### src/rtl/atom_via.sv
// Reduced 6522-style VIA: two 8-bit ports, T1 (one-shot / free-run with PB7 output), T2 one-shot,
// and an IFR/IER interrupt block. Timers count on a prescaled tick.
module atom_via #(
  parameter int TICK_DIV  = 25,
  parameter int PB7_TIMER = 1
) (
  input  logic       clk,
  input  logic       reset,
  input  logic       cs,
  input  logic       rnw,
  input  logic [3:0] address,
  input  logic [7:0] din,
  output logic [7:0] dout,
  input  logic [7:0] pa_in,
  output logic [7:0] pa_out,
  output logic [7:0] pa_oe,
  input  logic [7:0] pb_in,
  output logic [7:0] pb_out,
  output logic [7:0] pb_oe,
  output logic       irq_n
);
  localparam logic [7:0] PRE_MAX = 8'(TICK_DIV - 1);

  logic [7:0]  r_pre, r_ora, r_orb, r_ddra, r_ddrb, r_acr;
  logic [15:0] r_t1c, r_t1l, r_t2c;
  logic [7:0]  r_t2l;
  logic        r_t1_arm, r_t2_arm, r_pb7;
  logic [1:0]  r_ifr, r_ier;  // bit1 = T1 (IFR[6]), bit0 = T2 (IFR[5])

  logic w_tick, w_wr, w_rd, w_ld_t1, w_ld_t2, w_t1_zero, w_t2_zero;
  logic w_t1_fire, w_t2_fire, w_t1_clr, w_t2_clr, w_irq, w_pb7_mode;

  assign w_tick    = (r_pre == PRE_MAX);
  assign w_wr      = cs & ~rnw;
  assign w_rd      = cs & rnw;
  assign w_ld_t1   = w_wr && (address == 4'h5);
  assign w_ld_t2   = w_wr && (address == 4'h9);
  assign w_t1_zero = (r_t1c == 16'h0000);
  assign w_t2_zero = (r_t2c == 16'h0000);
  // A counter load in the same cycle as a tick wins: no decrement, no zero event.
  assign w_t1_fire = w_tick & ~w_ld_t1 & w_t1_zero & r_t1_arm;
  assign w_t2_fire = w_tick & ~w_ld_t2 & w_t2_zero & r_t2_arm;
  assign w_t1_clr  = w_ld_t1 || (w_wr && address == 4'h7) || (w_rd && address == 4'h4) ||
                     (w_wr && address == 4'hD && din[6]);
  assign w_t2_clr  = w_ld_t2 || (w_rd && address == 4'h8) || (w_wr && address == 4'hD && din[5]);
  assign w_irq     = |(r_ifr & r_ier);
  assign w_pb7_mode = (PB7_TIMER != 0) && r_acr[7];

  always_ff @(posedge clk) begin
    if (reset) r_pre <= 8'd0;
    else       r_pre <= w_tick ? 8'd0 : r_pre + 8'd1;
  end

  always_ff @(posedge clk) begin
    if (reset) begin
      r_ora <= 8'h00; r_orb <= 8'h00; r_ddra <= 8'h00; r_ddrb <= 8'h00;
      r_acr <= 8'h00; r_ier <= 2'b00; r_ifr <= 2'b00;
    end else begin
      if (w_wr) begin
        case (address)
          4'h0:        r_orb  <= din;
          4'h1, 4'hF:  r_ora  <= din;
          4'h2:        r_ddrb <= din;
          4'h3:        r_ddra <= din;
          4'hB:        r_acr  <= din;
          4'hE:        r_ier  <= din[7] ? (r_ier | din[6:5]) : (r_ier & ~din[6:5]);
          default: ;
        endcase
      end
      // Set beats clear when both land on the same edge.
      r_ifr[1] <= w_t1_fire | (r_ifr[1] & ~w_t1_clr);
      r_ifr[0] <= w_t2_fire | (r_ifr[0] & ~w_t2_clr);
    end
  end

  always_ff @(posedge clk) begin
    if (reset) begin
      r_t1c <= 16'h0000; r_t1l <= 16'h0000; r_t1_arm <= 1'b0; r_pb7 <= 1'b1;
    end else begin
      if (w_wr && (address == 4'h4 || address == 4'h6)) r_t1l[7:0]  <= din;
      if (w_wr && (address == 4'h5 || address == 4'h7)) r_t1l[15:8] <= din;
      if (w_ld_t1) begin
        r_t1c    <= {din, r_t1l[7:0]};
        r_t1_arm <= 1'b1;
        r_pb7    <= 1'b0;
      end else if (w_tick) begin
        if (w_t1_zero) begin
          if (r_t1_arm) r_pb7 <= r_acr[6] ? ~r_pb7 : 1'b1;
          if (r_acr[6]) r_t1c <= r_t1l;
          else begin
            r_t1c    <= 16'hFFFF;
            r_t1_arm <= 1'b0;
          end
        end else begin
          r_t1c <= r_t1c - 16'd1;
        end
      end
    end
  end

  always_ff @(posedge clk) begin
    if (reset) begin
      r_t2c <= 16'h0000; r_t2l <= 8'h00; r_t2_arm <= 1'b0;
    end else begin
      if (w_wr && address == 4'h8) r_t2l <= din;
      if (w_ld_t2) begin
        r_t2c    <= {din, r_t2l};
        r_t2_arm <= 1'b1;
      end else if (w_tick) begin
        if (w_t2_zero) begin
          r_t2c    <= 16'hFFFF;
          r_t2_arm <= 1'b0;
        end else begin
          r_t2c <= r_t2c - 16'd1;
        end
      end
    end
  end

  always_comb begin
    dout = 8'h00;
    if (cs) begin
      case (address)
        4'h0:       dout = (r_orb & r_ddrb) | (pb_in & ~r_ddrb);
        4'h1, 4'hF: dout = (r_ora & r_ddra) | (pa_in & ~r_ddra);
        4'h2:       dout = r_ddrb;
        4'h3:       dout = r_ddra;
        4'h4:       dout = r_t1c[7:0];
        4'h5:       dout = r_t1c[15:8];
        4'h6:       dout = r_t1l[7:0];
        4'h7:       dout = r_t1l[15:8];
        4'h8:       dout = r_t2c[7:0];
        4'h9:       dout = r_t2c[15:8];
        4'hB:       dout = r_acr;
        4'hD:       dout = {w_irq, r_ifr, 5'b00000};
        4'hE:       dout = {1'b1, r_ier, 5'b00000};
        default:    dout = 8'h00;
      endcase
    end
  end

  assign pa_out = r_ora;
  assign pa_oe  = r_ddra;
  assign pb_out = {w_pb7_mode ? r_pb7 : r_orb[7], r_orb[6:0]};
  assign pb_oe  = {r_ddrb[7] | w_pb7_mode, r_ddrb[6:0]};
  assign irq_n  = ~w_irq;
endmodule
### config.mk
export PLATFORM = sky130hd
export DESIGN_NAME = atom_via
export DESIGN_NICKNAME = d
export VERILOG_FILES = /design/src/rtl/atom_via.sv
export SDC_FILE = /design/constraint.sdc
export NUM_CORES = 1
export LEC_CHECK = 0
export ABC_CLOCK_PERIOD_IN_PS = 1730
export BUFFER_PORTS_ARGS = -buffer_cell sky130_fd_sc_hd__buf_2
export CORE_MARGIN = 8
export CORE_UTILIZATION = 40
export DETAILED_ROUTE_END_ITERATION = 8
export GPL_TIMING_DRIVEN = 0
export PLACE_DENSITY = 0.58
export SETUP_SLACK_MARGIN = 0.15
export SLEW_MARGIN = 30
export SYNTH_ARGS = -nofsm -noshare
export SYNTH_HDL_FRONTEND = slang
export SYNTH_SLANG_ARGS = --single-unit
### constraint.sdc
create_clock -name clk -period 1.73 [get_ports clk]
set_input_delay 0.0865 -clock clk [delete_from_list [all_inputs] [get_ports clk]]
set_output_delay 0.0865 -clock clk [all_outputs]
set_load 0.02 [all_outputs]
---- Word-level counts from Yosys, hierarchy flattened ----
Index checks and enable logic that the tools add are counted.
storage, ports and cells
  output and inout bits ................... 41
  flip-flop bits (word level) ............. 111
cells by class
  muxes and demuxes ....................... 23
  equal/unequal tests ..................... 15
  bitwise operators ....................... 32
  reductions and logical operators ........ 38
  $add $sub $neg .......................... 3
operator list
  kind                                                                    count
  16-bit 2-to-1 mux                                                       7
  8-bit one-hot mux with 13 select lines                                  1
  8-bit AND                                                               4
  16-bit zero test                                                        2
  16-bit by 1-bit subtractor with 16-bit output (second input constant)   2
  4-bit equality test (second input constant)                             6
  4-bit by 3-bit equality test with 1-bit output (second input constant)  4
  8-bit NOT                                                               2
  8-bit OR                                                                2
  2-bit AND reduction                                                     7
  1-bit 2-to-1 mux                                                        13
  1-bit logical AND                                                       11
  1-bit AND                                                               10
  2-bit nonzero test                                                      5
  8-bit by 1-bit adder with 8-bit output (second input constant)          1
  4-bit by 2-bit equality test with 1-bit output (second input constant)  2
  8-bit by 5-bit equality test with 1-bit output (second input constant)  1
  8-bit 2-to-1 mux                                                        1
  1-bit logical OR                                                        7
  1-bit NOT                                                               7
  3-bit AND reduction                                                     2
  2-bit OR reduction                                                      3
  2-bit AND                                                               2
  4-bit by 1-bit equality test with 1-bit output (second input constant)  1
  6 further kinds                                                         8

---- Depth between registers and ports, before layout ----
Gate-level depths: netlist (run 1).
  word-level depth ........................ 9
  depth in mapped cells ................... 9

---- Worst setup path after synthesis (run 1) ----
No wires, ideal clock.
  kind .................................... register to register
  start ................................... register r_t1c[0]
  end ..................................... register r_t1c[15]
  stages on the path, launching flop included .. 9
  path slack .............................. -131 ps
  arrival time ............................ 1744 ps
  period minus slack after synthesis ...... 1861 ps
  data required time ...................... 1614 ps
  buffers on the path ..................... 1
  setup time .............................. 116 ps
  path through ............................ dfxtp_1 > inv_1 > ha_1 > nor3b_1 > and4_1 > buf_6 > nand2_4 > or2_0 > a41o_1
between the ends
  cells in the longest elaborated chain, start to end .. 4
  elaborated cells between the ends (all ways) .. 5
  classes of those cells .................. 1 x add/sub; 3 x mux; 1 x reduce/logical
RTL lines
  what                                                                                      RTL line  text
  from (decl)                                                                               25        logic [15:0] r_t1c, r_t1l, r_t2c;
  from (signal assigned)                                                                    83        r_t1c <= {din, r_t1l[7:0]};
  from (signal assigned)                                                                    89        if (r_acr[6]) r_t1c <= r_t1l;
  from (signal assigned)                                                                    95        r_t1c <= r_t1c - 16'd1;
  16-bit by 1-bit subtractor with 16-bit output / 16-bit zero test (equally long branches)  95, 38
  16-bit 2-to-1 mux (*)                                                                     87        if (w_t1_zero) begin
  16-bit 2-to-1 mux (*)                                                                     86        end else if (w_tick) begin
  16-bit 2-to-1 mux (*)                                                                     82        if (w_ld_t1) begin
Every way passes the cells marked *; elsewhere a longest branch is shown, timed or not. The select of a mux whose other input is x is not followed.
A chain may end at the register's enable or synchronous reset.

---- Final worst setup path (run 1) ----
  start ................................... register r_t2c[13]
  end ..................................... output dout[5]
between the ends
  cells in the longest elaborated chain, start to end .. 2
RTL lines
  what                                    RTL line  text
  from (decl)                             25
  from (signal assigned)                  107       r_t2c <= {din, r_t2l};
  from (signal assigned)                  114       r_t2c <= r_t2c - 16'd1;
  8-bit one-hot mux with 13 select lines  123       case (address)
  8-bit 2-to-1 mux                        122       if (cs) begin
  to (decl)                               13        output logic [7:0] dout,
No other way between the ends.

==> qor_table.md, run 1 <==
| Quantity | This run |
|---|---|
| Largest fanout of any net on the critical path | 2 |
| Min-Delay Path Depth | 3 |
| Share of cells above drive strength 1 | 41.1% |
| Static Leak | 3.82 nW |
| Longest Clk Path Bufs | 2 |
| Highest attainable clock frequency | 515 MHz |
| Leading cell types by total area after synthesis | sky130_fd_sc_hd__dfxtp_1, sky130_fd_sc_hd__mux2i_1, sky130_fd_sc_hd__nor2_1 |
| First-pass GRT wire length | 40.0 mm |
| Via count of the routed design | 7146 |
| Total number of placement rows | 47 |
| Arrival time worst endpoint | 1.85 ns |
| Cell depth of the worst flop-to-flop path | 8 |
| Final routed wire length divided by cell count | 23.2 um |
| Area of all placed cells without fillers | 0.00916 sq mm |
| Core Box Area | 0.0163 sq mm |
| Worst skew pair latency | 0.37 ns |
| Die Y-Extent | 144 um |
| Normalized max-slew margin | 32.0% |
| # IOs | 73 |
| Final number of hold-violating endpoints | 0 |
| Final cycle utilization of the critical path | 112% |
| # DRC | 0 |
| Number of clock sinks | 111 |
| Delay-heaviest family, CP | compound AO/OA/AOI/OAI gates |
| Global Route met2 Usage | 37.8% |
| Initial antenna violation count | 0 |
| Number of buffers inserted during clock tree synthesis | 9 |
| Worst-path cell chain | mux2_4, a221oi_4, a21oi_1, a22oi_1, a31oi_2, buf_4 |
| Longest individual stage delay on the worst path | 0.35 ns |
| Die outline width | 144 um |
| Post-synthesis sequential area ratio | 33.7% |
| Pins over their slew limit | 0 |
| Status | finished with violations |
| Final estimated routing congestion in global placement | 0.957 |
| Total congestion overflow after global routing | 0 |
| Portion of synthesized cell area occupied by the leading cell type | 33.7% |
| Worst ir drop on vdd | 0.607 mV |
| Flip-flop cell with the highest count after synthesis | sky130_fd_sc_hd__dfxtp_1 |
| Overall power of the completed layout | 5.62 mW |
| GR met3 Demand/Resource | 5.58% |
| Largest net degree at the start of global routing | 20 |
| Global routing's busiest layer | met2 |
| CTS tree | yes |
| Slowest cell on crit path | sky130_fd_sc_hd__dfxtp_4 |
| Clock transition at the registers of the reported paths | 0.08 ns |
| Failing checks | negative setup slack |
| CP Data Required Time | 1.64 ns |
| Number of failing setup endpoints in the final timing report | 41 |
| Core utilization of the finished layout | 56.0% |
| PD cells | 613 mW/mm^2 |
| HPWL after detailed placement | 18.3 mm |
| Area growth from synthesis to final layout | 39.1% |
| WP depth | 6 |
| Fill cells | 1539 |
| ANT cells | 0 |
| Number of violations reported at the end of detailed-routing iteration 0 | 748 |
| Critical path start-end classification | flop to output pin |
| Post-Place Setup Slack | -0.632 ns |
| Clock root buffer | sky130_fd_sc_hd__clkbuf_16 |
| Met1 Resource Use GR | 35.2% |
| Placed Instances | 1093 |
| Synthesis-stage register bit count | 111 |
| # H-tree levels | 3 |
| CTS Hold Buffers Added | 0 |
| Cell count after synthesis | 808 |
| Number of max-capacitance violations reported | 0 |
| Commonest cells after routing, fill and taps aside | sky130_fd_sc_hd__nor2_1, sky130_fd_sc_hd__dfxtp_1, sky130_fd_sc_hd__buf_2 |
| Clock period minus final worst setup slack | 1.94 ns |
| CP Launch Type | flop |
| Total die area | 0.0208 sq mm |
| Post-DRT Antenna Nets | 0 |
| Total routed wirelength | 27.2 mm |
| Final standard cell count with taps included and fillers excluded | 1171 |
| Syn Std Cell Area | 0.00659 sq mm |
| Tot GR Track Use | 25.8% |
| Most common cell after layout, fill and taps aside | sky130_fd_sc_hd__nor2_1 |
| HP Class | input port to flop |
| Detailed-routing iteration count for the pre-antenna-repair pass | 5 |
| Worst path bufs/invs | 1 |
| Port-buffer cells | 65 |
| Post-synthesis cell type with the largest combined area | sky130_fd_sc_hd__dfxtp_1 |
| Area after DPL | 0.00735 sq mm |
| Unrepaired setup endpoints after global routing | yes |
| Worst clock skew on the final layout | 0.0119 ns |
| Async S/R FF share, synth | 0% |
| Element type at the critical path end | output pin |
| Post-Syn Nets | 846 |
| Initial Util | 40.3% |
| Number of enable-type register cells in the synthesized netlist | 0 |
| Number of global-route vias before repair | 6627 |
| Count of nets after finishing | 984 |
| Total of warnings raised by yosys | 0 |
| Count of unique library cells instantiated by Yosys | 72 |
| Vias per Instance | 6.10 |
| Slew of the pin with the lowest slew margin | 1.02 ns |
| Average cell area after synthesis | 8.15 sq um |
| Worst setup margin | -0.211 ns |
-- registers in the layout (all words and copies together), names as in the netlist, named ones only --
signal / count
pa_oe: 8
pa_out: 8
r_acr: 8
r_ddrb: 8
r_ifr: 2
r_orb: 8
r_pb7: 1
r_pre: 8
r_t1_arm: 1
r_t1c: 16
r_t1l: 16
r_t2_arm: 1
r_t2c: 16
r_t2l: 8
-- synth_stat cells (9+ instances only) --
| library cell | n |
|---|---|
| sky130_fd_sc_hd__mux2i_1 | 73 |
| sky130_fd_sc_hd__clkbuf_1 | 34 |
| sky130_fd_sc_hd__nor2_1 | 97 |
| sky130_fd_sc_hd__o211ai_1 | 9 |
| sky130_fd_sc_hd__buf_4 | 15 |
| sky130_fd_sc_hd__xor2_1 | 9 |
| sky130_fd_sc_hd__o21ai_0 | 31 |
| sky130_fd_sc_hd__inv_1 | 12 |
| sky130_fd_sc_hd__nand3_1 | 46 |
| sky130_fd_sc_hd__nand4_1 | 12 |
| sky130_fd_sc_hd__nor3_1 | 20 |
| sky130_fd_sc_hd__dfxtp_1 | 111 |
| sky130_fd_sc_hd__nand2_1 | 67 |
| sky130_fd_sc_hd__a22oi_1 | 13 |
| sky130_fd_sc_hd__a21oi_1 | 45 |
| sky130_fd_sc_hd__buf_2 | 24 |
| sky130_fd_sc_hd__mux2_2 | 13 |
-- per-stage QoR --
step / hold WS, ns / TNS (ns)
3_3_place_gp: 0.386 / -29.60
4_1_cts: 0.00118 / -1.16
6_report: 0.00670 / -3.29
5_1_grt: 0.0103 / -6.08
3_5_place_dp: 0.392 / -28.99
2_1_floorplan: 0.234 / -0.0180
-- cells by family after synthesis --
logic type,after synthesis,synth area share [%]
xor+xnor,14,1.86
simple gates,316,24.3
compound gates,181,18.4
mux,87,13.7
buf+inv,93,6.95
flops,111,33.7
fa+ha+maj,6,1.14
-- worst min-delay path: stages --
cell and delay (ns):
sky130_fd_sc_hd__buf_2 0.12, sky130_fd_sc_hd__nand3_1 0.06, sky130_fd_sc_hd__a21oi_1 0.05
-- repair_timing --
action,CTS,global route
gates cloned,4,0
gates resized for setup,188,104
pin swaps,66,64
endpoints found under the setup margin,74,77
setup buffers,46,12
-- area by class of cell --
type	instances	area, sq um	area share, %
tap	220	275	3.00
timing repair buffer	127	928	10.1
clock buffer	11	254	2.77
sequential	111	2310	25.3
clock inverter	5	46.3	0.505
inverter	14	62.6	0.683
multi-input combinational	604	4680	51.1
buffer	79	603	6.58
-- path summary, 6_finish.rpt --
kind                to      start  slack (ns)
min          pa_out[7]     din[7]       0.007
max            dout[5]  r_t2c[13]       -0.21
max reg2reg   r_t2c[8]  r_t2c[13]       -0.17
min reg2reg   r_t2c[7]   r_t2l[7]        0.46
-- where the power goes --
part / internal, mW / total [mW] / switching, mW
Sequential: 2.55 / 2.59 / 0.0355
Combinational: 0.334 / 0.849 / 0.515
Clock: 1.10 / 2.18 / 1.08
-- layer usage --
layer / wire [um] / part of all wire [%] / vias to the layer above
li1: - / - / 3223
met1: 11300 / 42 / 3404
met2: 11800 / 44 / 419
met3: 2720 / 10 / 100
met4: 1270 / 4.7 / 0
met5: 0 / 0 / -
Power figures use the tool's default switching activity.
==> inputs of run 2 (changes only) <==
--- a/config.mk
+++ b/config.mk
@@ -7,11 +7,13 @@
 export LEC_CHECK = 0
 export ABC_CLOCK_PERIOD_IN_PS = 1730
 export BUFFER_PORTS_ARGS = -buffer_cell sky130_fd_sc_hd__buf_2
+export CELL_PAD_IN_SITES_DETAIL_PLACEMENT = 0
+export CELL_PAD_IN_SITES_GLOBAL_PLACEMENT = 2
 export CORE_MARGIN = 8
-export CORE_UTILIZATION = 40
+export CORE_UTILIZATION = 32
 export DETAILED_ROUTE_END_ITERATION = 8
 export GPL_TIMING_DRIVEN = 0
-export PLACE_DENSITY = 0.58
+export PLACE_DENSITY = 0.75
 export SETUP_SLACK_MARGIN = 0.15
 export SLEW_MARGIN = 30
 export SYNTH_ARGS = -nofsm -noshare
==> qor_table.md, run 2 (synthesis results as in run 1) <==
| Quantity | This run | Delta |
|---|---|---|
| Number of max-capacitance violations reported | 0 | unchanged |
| Cell internal pwr | 3.90 mW | -2.2% |
| Min-Delay Path Depth | 4 | +1 |
| # IOs | 73 | unchanged |
| Final cycle utilization of the critical path | 113% | +0.67 points |
| Worst ir drop on vdd | 0.452 mV | -26% |
| Share of total power consumed by net switching | 30.4% | +1.3 points |
| Total routed wirelength | 29.0 mm | +6.9% |
| Status | finished with violations |  |
| Clock period minus final worst setup slack | 1.95 ns | +0.0116 ns |
| Largest fanout of any net on the critical path | 2 | unchanged |
| Setup TNS | -1.47 ns | +1.82 ns |
| Initial Util | 32.6% | -7.7 points |
| Number of buffers inserted during clock tree synthesis | 9 | unchanged |
| Vias per Instance | 5.68 | -6.9% |
| # DRC | 0 | unchanged |
| Cell depth of the worst flop-to-flop path | 8 | unchanged |
| Clock power frac | 38.2% | -0.6 points |
| Tot GR Track Use | 22.2% | -3.6 points |
| Share of cells above drive strength 1 | 43.4% | +2.2 points |
| Total congestion overflow after global routing | 0 | unchanged |
| Failing checks | negative setup slack |  |
| ANT cells | 0 | unchanged |
| Highest attainable clock frequency | 512 MHz | -0.59% |
| Via count of the routed design | 7049 | -1.4% |
| Final standard cell count with taps included and fillers excluded | 1241 | +6.0% |
| First-pass GRT wire length | 43.2 mm | +8.2% |
| Arrival time worst endpoint | 1.87 ns | +0.02 ns |
| Post-DRT Antenna Nets | 0 | unchanged |
| PD cells | 591 mW/mm^2 | -3.6% |
| Critical path start-end classification | flop to output pin |  |
| # H-tree levels | 3 | unchanged |
| Static Leak | 3.93 nW | +3.0% |
| Normalized max-slew margin | 30.4% | -1.7 points |
| Largest net degree at the start of global routing | 20 | unchanged |
| Most common cell after layout, fill and taps aside | sky130_fd_sc_hd__nor2_1 |  |
| Number of clock sinks | 111 | unchanged |
| Biggest regs | r_t1c: 16 flops, r_t1l: 16 flops, r_t2c: 16 flops |  |
| Clock root buffer | sky130_fd_sc_hd__clkbuf_16 |  |
| Count of nets after finishing | 1004 | +2.0% |
| Detailed-routing iteration count for the pre-antenna-repair pass | 5 | unchanged |
| Die outline width | 159 um | +10% |
| CP Data Required Time | 1.64 ns | about the same |
| Longest Clk Path Bufs | 2 | unchanged |
| Number of failing setup endpoints in the final timing report | 25 | -39% |
| Worst setup margin | -0.223 ns | -0.0116 ns |
| Area growth from synthesis to final layout | 43.8% |  |
| Worst skew pair latency | 0.38 ns | about the same |
| Final routed wire length divided by cell count | 23.4 um | +0.85% |
| Initial antenna violation count | 0 | unchanged |
| HP Class | input port to flop |  |
| Unrepaired setup endpoints after global routing | yes |  |
| Core utilization of the finished layout | 46.8% | -9.2 points |
| Core Box Area | 0.0202 sq mm | +24% |
| Total number of placement rows | 52 | +11% |
| Slew of the pin with the lowest slew margin | 1.04 ns | +0.0250 ns |
| Commonest cells after routing, fill and taps aside | sky130_fd_sc_hd__nor2_1, sky130_fd_sc_hd__buf_4, sky130_fd_sc_hd__dfxtp_1 |  |
| Pins over their slew limit | 0 | unchanged |
| Number of global-route vias before repair | 6732 | +1.6% |
| Psw | 1.70 mW | +4.1% |
| Combinational share of power | 15.6% | +0.5 points |
| Die Y-Extent | 159 um | +10% |
| Final estimated routing congestion in global placement | 0.904 | -5.5% |
| Element type at the critical path end | output pin |  |
| Number of violations reported at the end of detailed-routing iteration 0 | 470 | -37% |
| CTS tree | yes |  |
| Total die area | 0.0254 sq mm | +22% |
| Worst clock skew on the final layout | 0.00923 ns | -0.00265 ns |
| Placed Instances | 1143 | +4.6% |
| Clock transition at the registers of the reported paths | 0.08 ns | about the same |
| Overall power of the completed layout | 5.59 mW | -0.37% |
| CP Launch Type | flop |  |
| Seq pwr share | 46.1% | about the same |
| Port-buffer cells | 65 | unchanged |
| Final number of hold-violating endpoints | 0 | unchanged |
| HPWL after detailed placement | 20.1 mm | +9.6% |
[run 2: cell count changes in the layout (fill, tap and decap cells not counted), moves of 4 or more]
cell and delta:
sky130_fd_sc_hd__nor3_4 +4, sky130_fd_sc_hd__dfxtp_4 +5, sky130_fd_sc_hd__nor3_1 -9, sky130_fd_sc_hd__buf_8 +4, sky130_fd_sc_hd__dfxtp_2 -7, sky130_fd_sc_hd__o21ai_0 +5, sky130_fd_sc_hd__nor3_2 +5, sky130_fd_sc_hd__buf_4 +14
sky130_fd_sc_hd__mux2i_4 -4, sky130_fd_sc_hd__o21ai_2 -4
[run 2: timing repair]
action | CTS | global route
buffers inserted | 54 | 23
resized for setup | 206 | 97
hold buffers | 1 | 0
pin swaps | 74 | 61
gates cloned | 4 | 0
endpoints found under the hold margin | 1 | 0
endpoints found under the setup margin | 96 | 56
[run 2: final cells by class]
class | instances | area, sq um
inverter | 14 | 60.1
sequential | 111 | 2320
multi-input combinational | 604 | 4720
clock buffer | 10 | 229
timing repair buffer | 147 | 1140
buffer | 79 | 599
fill | 2029 | 10800
tap | 270 | 338
clock inverter | 6 | 56.3
[run 2: final timing paths]
path	slack, ns	from	to
max reg2reg	-0.08	r_t1c[0]	r_pb7
min reg2reg	0.43	r_t2l[4]	r_t2c[4]
max	-0.22	r_t2c[13]	dout[5]
min	0.08	din[6]	r_t1c[14]
[run 2: routing by layer]
layer  GRT usage [%]  vias up  routed length, um
met1            30.0     3487              13300
met5               0        -                  0
met2            35.3      260              13300
li1                -     3256                  -
met3            4.21       46               1770
met4            5.83        0                718
[run 2: stage by stage]
| stage | hold slack (ns) | setup WS [ns] | instance area (sq um) |
|---|---|---|---|
| CTS | 0.0756 | -0.232 | 8910 |
| floorplan | 0.234 | -0.0180 | 6750 |
| detailed placement | 0.390 | -0.770 | 7410 |
| global route | 0.103 | -0.270 | 9470 |
| global placement | 0.400 | -0.819 | 7410 |
| finish | 0.0780 | -0.223 | 9470 |
[run 2: critical path: stages, from the launching register on]
cell                       delay [ns]
sky130_fd_sc_hd__dfxtp_4         0.36
sky130_fd_sc_hd__mux2_2          0.26
sky130_fd_sc_hd__a221oi_2        0.23
sky130_fd_sc_hd__a21oi_1         0.06
sky130_fd_sc_hd__a22oi_1         0.25
sky130_fd_sc_hd__a31oi_2         0.14
sky130_fd_sc_hd__buf_4           0.18
[run 2: power by group through the flow]
stage | clock (mW) | combinational (mW) | sequential [mW]
after global routing | 2.28 | 0.915 | 2.58
after floorplan | 0 | 0.385 | 2.66
after global placement | 0 | 0.642 | 2.67
final | 2.14 | 0.874 | 2.58
after detailed placement | 0 | 0.634 | 2.67
after CTS | 2.18 | 0.801 | 2.59
==> inputs of run 3 (changes only) <==
--- a/config.mk
+++ b/config.mk
@@ -5,12 +5,13 @@
 export SDC_FILE = /design/constraint.sdc
 export NUM_CORES = 1
 export LEC_CHECK = 0
+export ABC_AREA = 1
 export ABC_CLOCK_PERIOD_IN_PS = 1730
 export BUFFER_PORTS_ARGS = -buffer_cell sky130_fd_sc_hd__buf_2
 export CELL_PAD_IN_SITES_DETAIL_PLACEMENT = 0
 export CELL_PAD_IN_SITES_GLOBAL_PLACEMENT = 2
 export CORE_MARGIN = 8
-export CORE_UTILIZATION = 32
+export CORE_UTILIZATION = 29
 export DETAILED_ROUTE_END_ITERATION = 8
 export GPL_TIMING_DRIVEN = 0
 export PLACE_DENSITY = 0.75
==> qor_table.md, run 3 <==
| Quantity | This run | Delta |
|---|---|---|
| Initial antenna violation count | 0 | unchanged |
| Die Y-Extent | 164 um | +3.1% |
| ANT cells | 0 | unchanged |
| # DRC | 0 | unchanged |
| Largest net degree at the start of global routing | 21 | +5.0% |
| Element type at the critical path end | output pin |  |
| Number of violations reported at the end of detailed-routing iteration 0 | 506 | +7.7% |
| Final cycle utilization of the critical path | 95.2% | -18 points |
| Number of buffers inserted during clock tree synthesis | 9 | unchanged |
| Total congestion overflow after global routing | 0 | unchanged |
| Total of warnings raised by yosys | 0 | unchanged |
| Vias per Instance | 5.01 | -12% |
| Tot GR Track Use | 20.8% | -1.3 points |
| Final number of hold-violating endpoints | 0 | unchanged |
| Clock period minus final worst setup slack | 1.65 ns | -0.307 ns |
| Total routed wirelength | 28.8 mm | -0.93% |
| Initial Util | 29.4% | -3.2 points |
| Worst skew pair latency | 0.37 ns | about the same |
| Final estimated routing congestion in global placement | 0.887 | -2.0% |
| Count of nets after finishing | 1151 | +15% |
| CP Data Required Time | 1.64 ns | about the same |
| Final routed wire length divided by cell count | 20.6 um | -12% |
| Most common cell after layout, fill and taps aside | sky130_fd_sc_hd__nand2_1 |  |
| Critical R2R Capture | r_pb7 |  |
| Cell count after synthesis | 997 | +23% |
| Status | complete, no violations |  |
| Critical path start-end classification | flop to output pin |  |
| Core Box Area | 0.0218 sq mm | +7.5% |
| Via count of the routed design | 6997 | -0.74% |
| First-pass GRT wire length | 41.8 mm | -3.2% |
| Post-Syn Nets | 1035 | +22% |
| Detailed-routing iteration count for the pre-antenna-repair pass | 5 | unchanged |
| Register-to-register setup slack | 0.19 ns | +0.27 ns |
| Count of unique library cells instantiated by Yosys | 34 | -53% |
| Slew of the pin with the lowest slew margin | 0.845 ns | -0.199 ns |
| Normalized max-slew margin | 43.7% | +13 points |
| Fill cells | 2429 | +20% |
| Post-Place Setup Slack | -0.312 ns | +0.458 ns |
| Longest Clk Path Bufs | 2 | unchanged |
| Commonest cells in the synthesized netlist | sky130_fd_sc_hd__nand2_1, sky130_fd_sc_hd__inv_1, sky130_fd_sc_hd__a21oi_1 |  |
| Share of cells above drive strength 1 | 30.9% | -12 points |
| Number of failing setup endpoints in the final timing report | 0 | -100% |
| Number of enable-type register cells in the synthesized netlist | 0 | unchanged |
| Commonest cells after routing, fill and taps aside | sky130_fd_sc_hd__nand2_1, sky130_fd_sc_hd__inv_1, sky130_fd_sc_hd__a21oi_1 |  |
| Average cell area after synthesis | 6.41 sq um | -21% |
| Post-DRT Antenna Nets | 0 | unchanged |
| Async S/R FF share, synth | 0% | unchanged |
| Biggest regs | r_t1c: 16 flops, r_t1l: 16 flops, r_t2c: 16 flops |  |
| HP Class | input port to flop |  |
| # IOs | 73 | unchanged |
| Total die area | 0.0270 sq mm | +6.3% |
| Worst flop-to-flop path startpoint | r_t1c[0] |  |
| Port-buffer cells | 71 | +9.2% |
| Largest fanout of any net on the critical path | 4 | +2 |
| Pins over their slew limit | 0 | unchanged |
| Synthesis-stage register bit count | 111 | unchanged |
| Portion of synthesized cell area occupied by the leading cell type | 34.8% | +1.0 points |
| Number of clock sinks | 111 | unchanged |
| Min-Delay Path Depth | 2 | -2 |
| Cell depth of the worst flop-to-flop path | 10 | +2 |
| Post-synthesis cell type with the largest combined area | sky130_fd_sc_hd__dfxtp_1 |  |
| Number of global-route vias before repair | 6595 | -2.0% |
| PD cells | 668 mW/mm^2 | +13% |
| Worst clock skew on the final layout | 0.00832 ns | -0.000919 ns |
| # H-tree levels | 3 | unchanged |
| End point of the worst hold path | r_t2l[0] |  |
| Worst setup margin | 0.0838 ns | +0.307 ns |
| Flip-flop cell with the highest count after synthesis | sky130_fd_sc_hd__dfxtp_1 |  |
| Area growth from synthesis to final layout | 31.4% |  |
| Arrival time worst endpoint | 1.56 ns | -0.31 ns |
| Die outline width | 164 um | +3.1% |
| Leading cell types by total area after synthesis | sky130_fd_sc_hd__dfxtp_1, sky130_fd_sc_hd__nand2_1, sky130_fd_sc_hd__a21oi_1 |  |
| Syn Std Cell Area | 0.00639 sq mm | -3.0% |
| CTS tree | yes |  |
| Clock transition at the registers of the reported paths | 0.09 ns | about the same |
| CP Launch Type | flop |  |
| Number of max-capacitance violations reported | 0 | unchanged |
| Overall power of the completed layout | 5.61 mW | +0.24% |
| Worst ir drop on vdd | 0.353 mV | -22% |
| Unrepaired setup endpoints after global routing | yes |  |
| Clock root buffer | sky130_fd_sc_hd__clkbuf_16 |  |
| Static Leak | 3.70 nW | -6.0% |
| Total number of placement rows | 54 | +3.8% |
| Post-synthesis sequential area ratio | 34.8% | +1.0 points |
| Hold path startpoint | reset |  |
| HPWL after detailed placement | 21.7 mm | +7.8% |
| Highest attainable clock frequency | 607 MHz | +19% |
| Most frequent cell after synthesis | sky130_fd_sc_hd__nand2_1 |  |
run 3: changes by cell type after synthesis, moves of 14 or more:
cell and delta:
sky130_fd_sc_hd__o22ai_1 +25, sky130_fd_sc_hd__clkbuf_1 -22, sky130_fd_sc_hd__o21ai_0 +74, sky130_fd_sc_hd__a21oi_1 +74, sky130_fd_sc_hd__inv_1 +127, sky130_fd_sc_hd__buf_2 -14
sky130_fd_sc_hd__nand2_1 +144, sky130_fd_sc_hd__mux2i_1 -73
run 3: metrics by stage:
step / instance area, sq um / setup TNS, ns / util, % / hold slack (ns) / std cells
global placement: 7100 / -4.75 / 32.6 / 0.432 / 1348
floorplan: 6390 / 0 / - / 0.252 / 997
finish: 8400 / 0 / 38.6 / 0.0832 / 1398
detailed placement: 7100 / -4.90 / 32.6 / 0.449 / 1348
global route: 8400 / 0 / 38.6 / 0.127 / 1398
CTS: 7820 / 0 / 36.0 / 0.0693 / 1378
run 3: worst max path at each step:
| stage | startpoint | end | slack (ns) | depth (start not counted) |
|---|---|---|---|---|
| after floorplan | r_t1c[0] | r_t1c[6] | 0.19 | 9 |
| after global placement | r_t1c[0] | r_t1c[6] | -0.30 | 9 |
| after detailed placement | r_t1c[0] | r_t1c[6] | -0.31 | 9 |
| after CTS | pa_oe[5] | dout[5] | 0.08 | 6 |
| after global routing | r_ddrb[3] | dout[3] | 0.01 | 8 |
| final | r_t1c[5] | dout[5] | 0.08 | 7 |
run 3: cells by family after synthesis:
| group | Yosys count | share of synthesized area (%) |
|---|---|---|
| XOR/XNOR | 14 | 1.92 |
| buffers and inverters | 189 | 13.0 |
| AO/OA/AOI/OAI | 267 | 22.1 |
| multiplexers | 2 | 0.352 |
| adder cells (fa/ha/maj) | 6 | 1.17 |
| flip-flops | 111 | 34.8 |
| AND/OR/NAND/NOR | 408 | 26.6 |
run 3: worst max-delay path: stages, from the launching register on:
cell,delay [ns]
sky130_fd_sc_hd__dfxtp_2,0.40
sky130_fd_sc_hd__inv_2,0.09
sky130_fd_sc_hd__o22ai_2,0.20
sky130_fd_sc_hd__nor2_1,0.09
sky130_fd_sc_hd__nand2_1,0.07
sky130_fd_sc_hd__nor2_2,0.04
sky130_fd_sc_hd__nor2_2,0.16
sky130_fd_sc_hd__buf_6,0.14
run 3: layout make-up:
cell class / instances / area, sq um / share of cell area (%)
Multi-Input combinational cell: 697 / 3830 / 45.6
Sequential cell: 111 / 2290 / 27.3
Timing Repair Buffer: 105 / 726 / 8.64
Inverter: 144 / 564 / 6.72
Tap cell: 280 / 350 / 4.17
Buffer: 45 / 329 / 3.92
Clock buffer: 9 / 225 / 2.68
Clock inverter: 7 / 82.6 / 0.983
run 3: what timing repair did:
action / CTS / global route
endpoints found under the setup margin: 53 / 45
cloned: 0 / 2
gates resized for setup: 118 / 133
hold buffers: 0 / 0
pin swaps: 10 / 26
buffers inserted: 14 / 18
run 3: power breakdown:
group / switching, mW / total, mW / internal (mW)
logic: 0.469 / 0.684 / 0.215
clock network: 1.15 / 2.31 / 1.16
registers: 0.0286 / 2.61 / 2.58
run 3: metal layers:
layer / GRT usage [%] / wire (um) / part of all wire (%) / vias up
met1: 28.8 / 13600 / 47 / 3291
li1: - / - / - / 3479
met5: 0 / 0 / 0 / -
met4: 7.04 / 709 / 2.5 / 0
met2: 32.6 / 12900 / 45 / 190
met3: 2.99 / 1610 / 5.6 / 37
